File: src/rtl/trv_pkg.sv
// Shared definitions for the writeback path: register address width,
// writeback source encoding and the default ALU result queue depth.
package trv_pkg;

  localparam int REG_ADDR_W          = 5;
  localparam int DEFAULT_ALU_Q_DEPTH = 2;

  typedef enum logic [1:0] {
    WB_NONE = 2'd0,
    WB_ALU  = 2'd1,
    WB_LOAD = 2'd2
  } wb_src_e;

endpackage

File: src/rtl/sync_fifo.sv
// Small in-order FIFO with asynchronous active-high reset. A push and a pop
// may land in the same cycle, including when the FIFO is full.
module sync_fifo #(
  parameter int WIDTH = 8,
  parameter int DEPTH = 2
) (
  input  logic             clk,
  input  logic             rst,
  input  logic             push,
  input  logic             pop,
  input  logic [WIDTH-1:0] wdata,
  output logic             full,
  output logic             empty,
  output logic [WIDTH-1:0] head
);

  localparam int AW = $clog2(DEPTH);
  localparam int CW = AW + 1;

  logic [WIDTH-1:0] mem_q [DEPTH];
  logic [AW-1:0]    rd_ptr_q;
  logic [AW-1:0]    wr_ptr_q;
  logic [CW-1:0]    count_q;
  logic [CW-1:0]    count_d;
  logic             do_push;
  logic             do_pop;

  assign full    = (count_q == CW'(DEPTH));
  assign empty   = (count_q == '0);
  assign head    = mem_q[rd_ptr_q];
  assign do_pop  = pop & ~empty;
  // A pop frees the slot the simultaneous push writes into, so full is no obstacle then.
  assign do_push = push & (~full | do_pop);

  always_comb begin
    count_d = count_q;
    unique case ({do_push, do_pop})
      2'b10:   count_d = count_q + CW'(1);
      2'b01:   count_d = count_q - CW'(1);
      default: count_d = count_q;
    endcase
  end

  always_ff @(posedge clk or posedge rst) begin
    if (rst) begin
      rd_ptr_q <= '0;
      wr_ptr_q <= '0;
      count_q  <= '0;
    end else begin
      if (do_push) wr_ptr_q <= wr_ptr_q + AW'(1);
      if (do_pop)  rd_ptr_q <= rd_ptr_q + AW'(1);
      count_q <= count_d;
    end
  end

  always_ff @(posedge clk) begin
    if (do_push) mem_q[wr_ptr_q] <= wdata;
  end

endmodule

File: src/rtl/writeback_unit.sv
// Writeback stage: arbitrates load responses and queued ALU results onto the
// register file write port, and tracks outstanding loads for decode hazards.
module writeback_unit
  import trv_pkg::*;
#(
  parameter int B_WIDTH     = 32,
  parameter int ALU_Q_DEPTH = DEFAULT_ALU_Q_DEPTH
) (
  input  logic                  clk,
  input  logic                  rst,
  input  logic                  alu_valid,
  output logic                  alu_ready,
  input  logic [REG_ADDR_W-1:0] alu_rd,
  input  logic [B_WIDTH-1:0]    alu_data,
  input  logic                  ld_valid,
  output logic                  ld_ready,
  input  logic [REG_ADDR_W-1:0] ld_rd,
  input  logic [B_WIDTH-1:0]    ld_data,
  input  logic                  ld_issue_valid,
  input  logic [REG_ADDR_W-1:0] ld_issue_rd,
  input  logic [REG_ADDR_W-1:0] rs1_addr,
  input  logic [REG_ADDR_W-1:0] rs2_addr,
  output logic                  stall,
  output logic                  write_en,
  output logic [REG_ADDR_W-1:0] rd_addr,
  output logic [B_WIDTH-1:0]    rd_data,
  output logic [1:0]            wb_src,
  output logic                  pending_err
);

  localparam int EW = REG_ADDR_W + B_WIDTH;

  logic                  fifo_full;
  logic                  fifo_empty;
  logic                  fifo_push;
  logic                  fifo_pop;
  logic [EW-1:0]         fifo_head;
  logic [REG_ADDR_W-1:0] head_rd;
  logic [B_WIDTH-1:0]    head_data;

  logic                  ld_xfer;
  logic                  alu_xfer;

  wb_src_e               grant_src;
  logic [REG_ADDR_W-1:0] grant_rd;
  logic [B_WIDTH-1:0]    grant_data;

  logic                  write_en_q, write_en_d;
  logic [REG_ADDR_W-1:0] rd_addr_q;
  logic [B_WIDTH-1:0]    rd_data_q;
  wb_src_e               wb_src_q;

  logic [31:0]           pending_q, pending_d;
  logic                  pending_err_q, pending_err_d;

  assign ld_ready  = ~rst;
  assign alu_ready = ~rst & ~fifo_full;
  assign ld_xfer   = ld_valid & ld_ready;
  assign alu_xfer  = alu_valid & alu_ready;

  assign {head_rd, head_data} = fifo_head;

  sync_fifo #(
    .WIDTH (EW),
    .DEPTH (ALU_Q_DEPTH)
  ) u_alu_q (
    .clk   (clk),
    .rst   (rst),
    .push  (fifo_push),
    .pop   (fifo_pop),
    .wdata ({alu_rd, alu_data}),
    .full  (fifo_full),
    .empty (fifo_empty),
    .head  (fifo_head)
  );

  // Fixed priority: load, then oldest queued ALU result, then ALU bypass.
  always_comb begin
    grant_src  = WB_NONE;
    grant_rd   = '0;
    grant_data = '0;
    fifo_pop   = 1'b0;
    fifo_push  = alu_xfer;
    if (ld_xfer) begin
      grant_src  = WB_LOAD;
      grant_rd   = ld_rd;
      grant_data = ld_data;
    end else if (!fifo_empty) begin
      grant_src  = WB_ALU;
      grant_rd   = head_rd;
      grant_data = head_data;
      fifo_pop   = 1'b1;
    end else if (alu_xfer) begin
      grant_src  = WB_ALU;
      grant_rd   = alu_rd;
      grant_data = alu_data;
      fifo_push  = 1'b0;
    end
  end

  assign write_en_d = (grant_src != WB_NONE) && (grant_rd != '0);

  always_ff @(posedge clk or posedge rst) begin
    if (rst) begin
      write_en_q <= 1'b0;
      rd_addr_q  <= '0;
      rd_data_q  <= '0;
      wb_src_q   <= WB_NONE;
    end else begin
      write_en_q <= write_en_d;
      rd_addr_q  <= grant_rd;
      rd_data_q  <= grant_data;
      wb_src_q   <= grant_src;
    end
  end

  assign write_en = write_en_q;
  assign rd_addr  = rd_addr_q;
  assign rd_data  = rd_data_q;
  assign wb_src   = wb_src_q;

  // Clear is applied before set so a same-cycle issue to the same rd wins.
  always_comb begin
    pending_d     = pending_q;
    pending_err_d = pending_err_q;
    if (ld_xfer) begin
      if (!pending_q[ld_rd]) pending_err_d = 1'b1;
      pending_d[ld_rd] = 1'b0;
    end
    if (ld_issue_valid && (ld_issue_rd != '0)) begin
      if (pending_q[ld_issue_rd]) pending_err_d = 1'b1;
      pending_d[ld_issue_rd] = 1'b1;
    end
    pending_d[0] = 1'b0;
  end

  always_ff @(posedge clk or posedge rst) begin
    if (rst) begin
      pending_q     <= '0;
      pending_err_q <= 1'b0;
    end else begin
      pending_q     <= pending_d;
      pending_err_q <= pending_err_d;
    end
  end

  assign stall       = pending_q[rs1_addr] | pending_q[rs2_addr];
  assign pending_err = pending_err_q;

endmodule
File: config.mk
export PLATFORM = sky130hd
export DESIGN_NAME = writeback_unit
export DESIGN_NICKNAME = d
export VERILOG_FILES = /design/src/rtl/trv_pkg.sv /design/src/rtl/sync_fifo.sv /design/src/rtl/writeback_unit.sv
export SDC_FILE = /design/constraint.sdc
export NUM_CORES = 1
export LEC_CHECK = 0
export CORE_MARGIN = 4
export CORE_UTILIZATION = 30
export DETAILED_ROUTE_END_ITERATION = 12
export GPL_ROUTABILITY_DRIVEN = 0
export PLACE_DENSITY = 0.51
export SLEW_MARGIN = 15
export SYNTH_ARGS = -nofsm -noshare
export SYNTH_HDL_FRONTEND = slang
export SYNTH_SLANG_ARGS = --single-unit
File: constraint.sdc
create_clock -name clk -period 2.5 [get_ports clk]
set_input_delay 0.25 -clock clk [delete_from_list [all_inputs] [get_ports clk]]
set_output_delay 0.25 -clock clk [all_outputs]
set_load 0.02 [all_outputs]
==> metrics.md, run 1 <==
| Metric | Value |
|---|---|
| Status | completed |
| Syn_nets | approximately 670 |
| First-pass iteration count of the detailed router | 5 |
| Area growth from synthesis to layout | 36.5% |
| Async S/R FF share, synth | 0.507 |
| CTS H-tree depth | 4 |
| Commonest non-fill, non-tap cell in the layout | clkdlybuf4s50_1 |
| Area leader, netlist | edfxtp_1 |
| Mapped Cells | about 570 |
| Setup CP Type | flop to output port |
| Final clock period utilization by the worst path | 0.970 |
| Netlist Area Pre-Place | about 7000 um2 |
| Global-route wire length before repair | about 32000 um |
| Initial Util | 0.307 |
| Static leakage | 3.62 nW |
| CP Capture Type | output port |
| Min-Delay Path Class | primary input to asynchronous set/reset pin |
| Initial antenna violation count | 2 |
| Overflow after GRT | 0 |
| Antenna violation net count after detailed routing | 0 |
| DPL Wire Length | 14100 um |
| Largest net degree at the start of global routing | 70 |
| Crit start category | flop |
| Clk Tree Root Cell | clkbuf_16 |
| Fin crit period | 2.43 ns |
| Max Fclk | about 410 MHz |
| Ranking of synthesized cells by area | edfxtp_1 (32%), dfrtp_1 (27%), mux2i_1 (8.6%) |
| YS warnings | 0 |
| I/O pins | 138 |
| WL/cell | 18.8 um |
| Total Routing Usage GR | 0.156 |
| Vias | 5293 |
| Critical Path AT | roughly 2.2 ns |
| Core Rows | 55 |
| Number of port buffers | between 100 and 150 |
| Peak supply drop | 0.450 mV |
| Final setup fails | 0 |
| Worst-Margin Slew | ~0.94 ns |
| Netlist cell types | between 40 and 50 |
| Mean Syn Cell Area | 12.2 um2 |
| Main synth FF type | dfrtp_1 |
| Cts bufs inserted | 17 |
| DRT iter0 DRCs | 300 |
| Die area | approximately 26000 um2 |
| Total core area | 22800 um2 |
| TritonCTS clock tree | built |
| Vert. Die Dim | about 160 um |
| Pwr/cell area | roughly 1000 nW/um2 |
| Synthesized flop and latch total | 150 |
| Max cap viols | 0 |
| Clock Sinks | 150 |
| Clock transition at path regs | 0.06 ns |
| Layout Skew | roughly 0.010 ns |
| Slew margin rel. | 0.374 |
| Antenna diode instance count | 0 |
| Post-synth top area share | 0.317 |
| Peak fanout along the critical path | 5 |
| Layout Nets | around 830 |
| Utilization after layout | 0.420 |
| Vias in the first global route | 5705 |
| RSZ-0062 raised after global routing | no |
| Worst path required time | around 2.3 ns |
| DR vias/cell | roughly 5 |
| Final WL | ~20000 um |
| Commonest cells after routing, fill and taps aside | clkdlybuf4s50_1 (135), o21ai_0 (99), dfrtp_1 (75) |
| Die W | 161 um |
| DP Worst Slack | -0.512 ns |
| Clock buffer depth | 2 |
| Post-synth EDFFs | 74 |
| Clk_lat worst skew | about 0.42 ns |
| DRC | 0 |
| Seq/Total Area, Yosys | 0.589 |
| Layout cell share with drive strength beyond 1 | 0.138 |
| Slew Viols, Final | 0 |
| Final Hold Viols | 0 |
| Hold_buf cts | 0 |
| Worst path setup slack after routing | about 0.074 ns |
[kinds of logic (layout without fill, tap and decap cells)]
group | Yosys count | after routing | synth area share
AO/OA/AOI/OAI | 162 | 162 | 0.127
XOR/XNOR | 5 | 5 | 0.00626
multiplexers | 83 | 83 | 0.161
buffers and inverters | 42 | 214 | 0.0273
adder cells (fa/ha/maj) | 1 | 1 | 0.00179
flip-flops | 150 | 150 | 0.589
AND/OR/NAND/NOR | 129 | 129 | 0.0872
[report_power, final]
| part | leakage (nW) | internal (mW) | switching, mW |
|---|---|---|---|
| Clock | 0.287 | 1.54 | 1.02 |
| Combinational | 1.74 | 1.61 | 1.79 |
| Sequential | 1.59 | 3.20 | 0.397 |
[path summary, 6_finish.rpt]
kind                                    end     startpoint  slack [ns]  cells past startpoint
setup / recovery                      stall  pending_q[25]        0.07                      5
max in group asynchronous  u_alu_q.rd_ptr_q            rst        1.05                      3
min in group clk                rd_data[26]    ld_data[26]        0.38                      3
setup reg to reg                pending_err  pending_q[19]        0.67                      6
hold reg to reg                 pending_err    pending_err        0.51                      1
hold / removal                   rd_addr[1]            rst        0.21                      2
[sequential cells by signal, indices dropped and copies added (netlist names)]
name	cells
u_alu_q.mem_q	74
rd_data	32
pending_q	31
rd_addr	5
u_alu_q.count_q	2
wb_src	2
pending_err	1
u_alu_q.rd_ptr_q	1
u_alu_q.wr_ptr_q	1
write_en	1
[critical path: stages (launching register included)]
cell,delay (ns)
dfrtp_1,0.44
mux4_2,0.48
mux4_2,0.46
mux2i_1,0.14
nand3_1,0.08
buf_2,0.16
[per-stage QoR]
stage | cell area [um2] | setup TNS, ns | hold slack, ns | power [mW] | cells
floorplan | 7000 | -15.96 | 0.349 | 5.48 | 572
global placement | 8930 | -0.512 | 0.508 | 7.00 | 1020
detailed placement | 8930 | -0.512 | 0.489 | 7.05 | 1020
CTS | 9550 | 0 | 0.191 | 9.68 | 1056
global route | 9560 | 0 | 0.225 | 10.1 | 1057
finish | 9560 | 0 | 0.208 | 9.56 | 1057
[final cells by class]
| class | instances | area (um2) |
|---|---|---|
| Fill cell | 2198 | 13200 |
| Sequential cell | 150 | 4130 |
| Multi-Input combinational cell | 380 | 2700 |
| Timing Repair Buffer | 174 | 1710 |
| Clock buffer | 20 | 457 |
| Tap cell | 313 | 392 |
| Clock inverter | 12 | 145 |
| Inverter | 8 | 33.8 |
[cells in the mapped netlist, types with 7 or more instances]
| library cell | n |
|---|---|
| dfrtp_1 | 76 |
| nand2_1 | 40 |
| mux2i_1 | 60 |
| nor2b_1 | 8 |
| buf_2 | 12 |
| edfxtp_1 | 74 |
| nand3_1 | 8 |
| inv_1 | 8 |
| nand3b_1 | 8 |
| or3b_2 | 7 |
| nor2_1 | 45 |
| a21oi_1 | 36 |
| clkbuf_1 | 15 |
| o21ai_0 | 99 |
| mux4_2 | 16 |
[per-layer routing]
metal  vias up  global-route usage  share of wire
li1       2459                   -              -
met1      2576               0.202           0.43
met2       218               0.239           0.45
met3        36              0.0621          0.094
met4         4              0.0527          0.019
met5         -                   0         0.0017
[timing repair]
item / in CTS / in global routing
setup endpoints to repair: 1 / 1
buffers inserted: 4 / 1
gates resized for setup: 6 / 1
hold endpoints to repair: 0 / 0
(Power assumes the default switching activity.)
==> run 2, diff against run 1 <==
--- a/config.mk
+++ b/config.mk
@@ -9,7 +9,7 @@
 export CORE_UTILIZATION = 30
 export DETAILED_ROUTE_END_ITERATION = 12
 export GPL_ROUTABILITY_DRIVEN = 0
-export PLACE_DENSITY = 0.51
+export PLACE_DENSITY = 0.56
 export SLEW_MARGIN = 15
 export SYNTH_ARGS = -nofsm -noshare
 export SYNTH_HDL_FRONTEND = slang
==> run 2 against run 1 <==
  * Power rose by 2.5%
  * Combinational power rose by 1%
  * Sequential share of layout area fell by 0.43 points
  * Worst setup slack improved by 0.013 ns
  * Register-to-register slack got worse by 0.17 ns
  * Hold slack improved by 0.024 ns
  * Die area did not move
  * Largest power group unchanged
==> metrics.md, run 2 (synthesized netlist as in run 1, its figures left out) <==
| Metric | Value |
|---|---|
| Final clock period utilization by the worst path | 0.965 |
| Commonest non-fill, non-tap cell in the layout | clkdlybuf4s50_1 |
| Multi-input logic area | roughly 2700 um2 |
| DR vias/cell | about 5.0 |
| Crit start category | flop |
| Clock Sinks | 150 |
| Clk_lat worst skew | ~0.41 ns |
| Max FFs per register | 74 |
| Sequential cell area | between 4000 and 5000 um2 |
| TritonCTS clock tree | built |
| First-pass iteration count of the detailed router | 5 |
| Core Rows | 55 |
| CTS H-tree depth | 4 |
| Setup CP Type | flop to output port |
| Max Fclk | between 400 and 500 MHz |
| Vias in the first global route | approximately 5700 |
| Vias | about 5300 |
| Die W | approximately 160 um |
| Overflow after GRT | 0 |
| Final WL | 19900 um |
| Min-Delay Path Class | primary input to asynchronous set/reset pin |
| Cells after DPL | 1024 |
| DRT iter0 DRCs | around 350 |
| Peak supply drop | about 0.47 mV |
| Largest net degree at the start of global routing | 65 |
| Pwr/cell area | 1010 nW/um2 |
| Final non-filler cell total | between 1000 and 1500 |
| Clk Tree Root Cell | clkbuf_16 |
| R2R setup slack | 0.50 ns |
| Cell mode on critical path | mux4_2 |
| Antenna diode instance count | 0 |
| Clock transition at path regs | 0.06 ns |
| Static leakage | between 3 and 4 nW |
| Antenna violation net count after detailed routing | 0 |
| Worst setup path startpoint | pending_q[19] |
| Pwr Total | between 9 and 10 mW |
| Worst path required time | 2.25 ns |
| Layout Nets | a little over 800 |
| Total core area | 22800 um2 |
| Clock buffer depth | 2 |
| Status | completed |
| WL/cell | roughly 19 um |
| Initial Util | 0.307 |
| # fillers | about 2100 |
| CP Capture Type | output port |
| Fin crit period | about 2.4 ns |
| Slew margin rel. | 0.404 |
| Commonest cells after routing, fill and taps aside | clkdlybuf4s50_1 (135), o21ai_0 (99), dfrtp_1 (75) |
| Worst path slowest cell | mux4_2 |
| Critical Path AT | 2.16 ns |
| Largest Register | u_alu_q.mem_q |
| CP Capture Point | stall |
| Worst-Margin Slew | a little under 0.9 ns |
| Critical-path cell list | mux4_2 -> mux4_2 -> mux2i_1 -> nand3_1 -> buf_6 |
| Crit path largest cell delay | 0.48 ns |
| Cts bufs inserted | 17 |
| Total Routing Usage GR | 0.153 |
| Peak fanout along the critical path | 2 |
| Die area | between 20000 and 30000 um2 |
| Hold_buf cts | 0 |
| I/O pins | ~140 |
| RR Startpoint | u_alu_q.count_q[1] |
| Reg2Reg Depth | 5 |
| DPL Wire Length | ~14000 um |
| Layout Skew | between 0.008 and 0.009 ns |
| Layout cell share with drive strength beyond 1 | 0.142 |
| Vert. Die Dim | 161 um |
| RSZ-0062 raised after global routing | no |
| Final setup fails | 0 |
| Max cap viols | 0 |
| Reg-to-Reg End | u_alu_q.count_q[1] |
| DRC | 0 |
| Number of port buffers | around 140 |
| Global-route wire length before repair | 31100 um |
| Area growth from synthesis to layout | 37.9% |
| Slew Viols, Final | 0 |
| Final Hold Viols | 0 |
| Initial antenna violation count | 3 |
run 2: layer usage:
layer / wire length [um] / up-vias / GRT usage
met2: 9210 / 226 / 0.243
li1: - / 2466 / -
met3: 1810 / 31 / 0.0629
met5: 50 / - / 0
met4: 308 / 6 / 0.0485
met1: 8520 / 2613 / 0.193
run 2: cell type report:
type | count | share of cell area
well taps | 313 | 0.0406
inverters | 8 | 0.00350
clock inverters | 11 | 0.0167
clock buffers | 21 | 0.0499
repair buffers | 177 | 0.182
multi-input cells | 380 | 0.280
flip-flops and latches | 150 | 0.427
run 2: repair_timing:
| item | CTS | global route |
|---|---|---|
| gates resized for setup | 5 | 4 |
| buffers inserted | 3 | 1 |
| endpoints found under the hold margin | 0 | 0 |
| endpoints found under the setup margin | 1 | 1 |
run 2: through the flow:
step           cell area [um2]  hold slack, ns  utilization  TNS, ns  setup slack (ns)
6_report                  9650           0.231        0.424        0            0.0871
5_1_grt                   9650           0.263        0.424        0           0.00253
4_1_cts                   9650           0.232        0.424        0            0.0357
3_5_place_dp              8990           0.529        0.395   -0.437            -0.437
3_3_place_gp              8990           0.534        0.395   -0.431            -0.431
2_1_floorplan             7000           0.349            -   -15.96            -0.216
run 2: critical path: cells and delay by family, from the launching register on:
kind / cells / cell delay [ns]
multiplexers: 3 / 1.10
flip-flops: 1 / 0.40
buffers and inverters: 1 / 0.14
AND/OR/NAND/NOR: 1 / 0.11
run 2: report_power, final:
part | switching [mW] | total (mW) | internal, mW
clock | 1.04 | 2.74 | 1.71
combinational | 1.81 | 3.45 | 1.64
sequential | 0.397 | 3.60 | 3.20
total | 3.24 | 9.79 | 6.55
run 2: how the worst min path moves through the flow:
stage / start / endpoint / slack (ns) / cells after the start
finish: rst / rd_addr[1] / 0.23 / 2
floorplan: alu_data[0] / u_alu_q.mem_q[0][0] / 0.35 / 0
global route: rst / rd_addr[1] / 0.26 / 2
CTS: rst / rd_addr[3] / 0.23 / 2
detailed placement: pending_err / pending_err / 0.53 / 1
global placement: u_alu_q.wr_ptr_q / u_alu_q.wr_ptr_q / 0.53 / 1
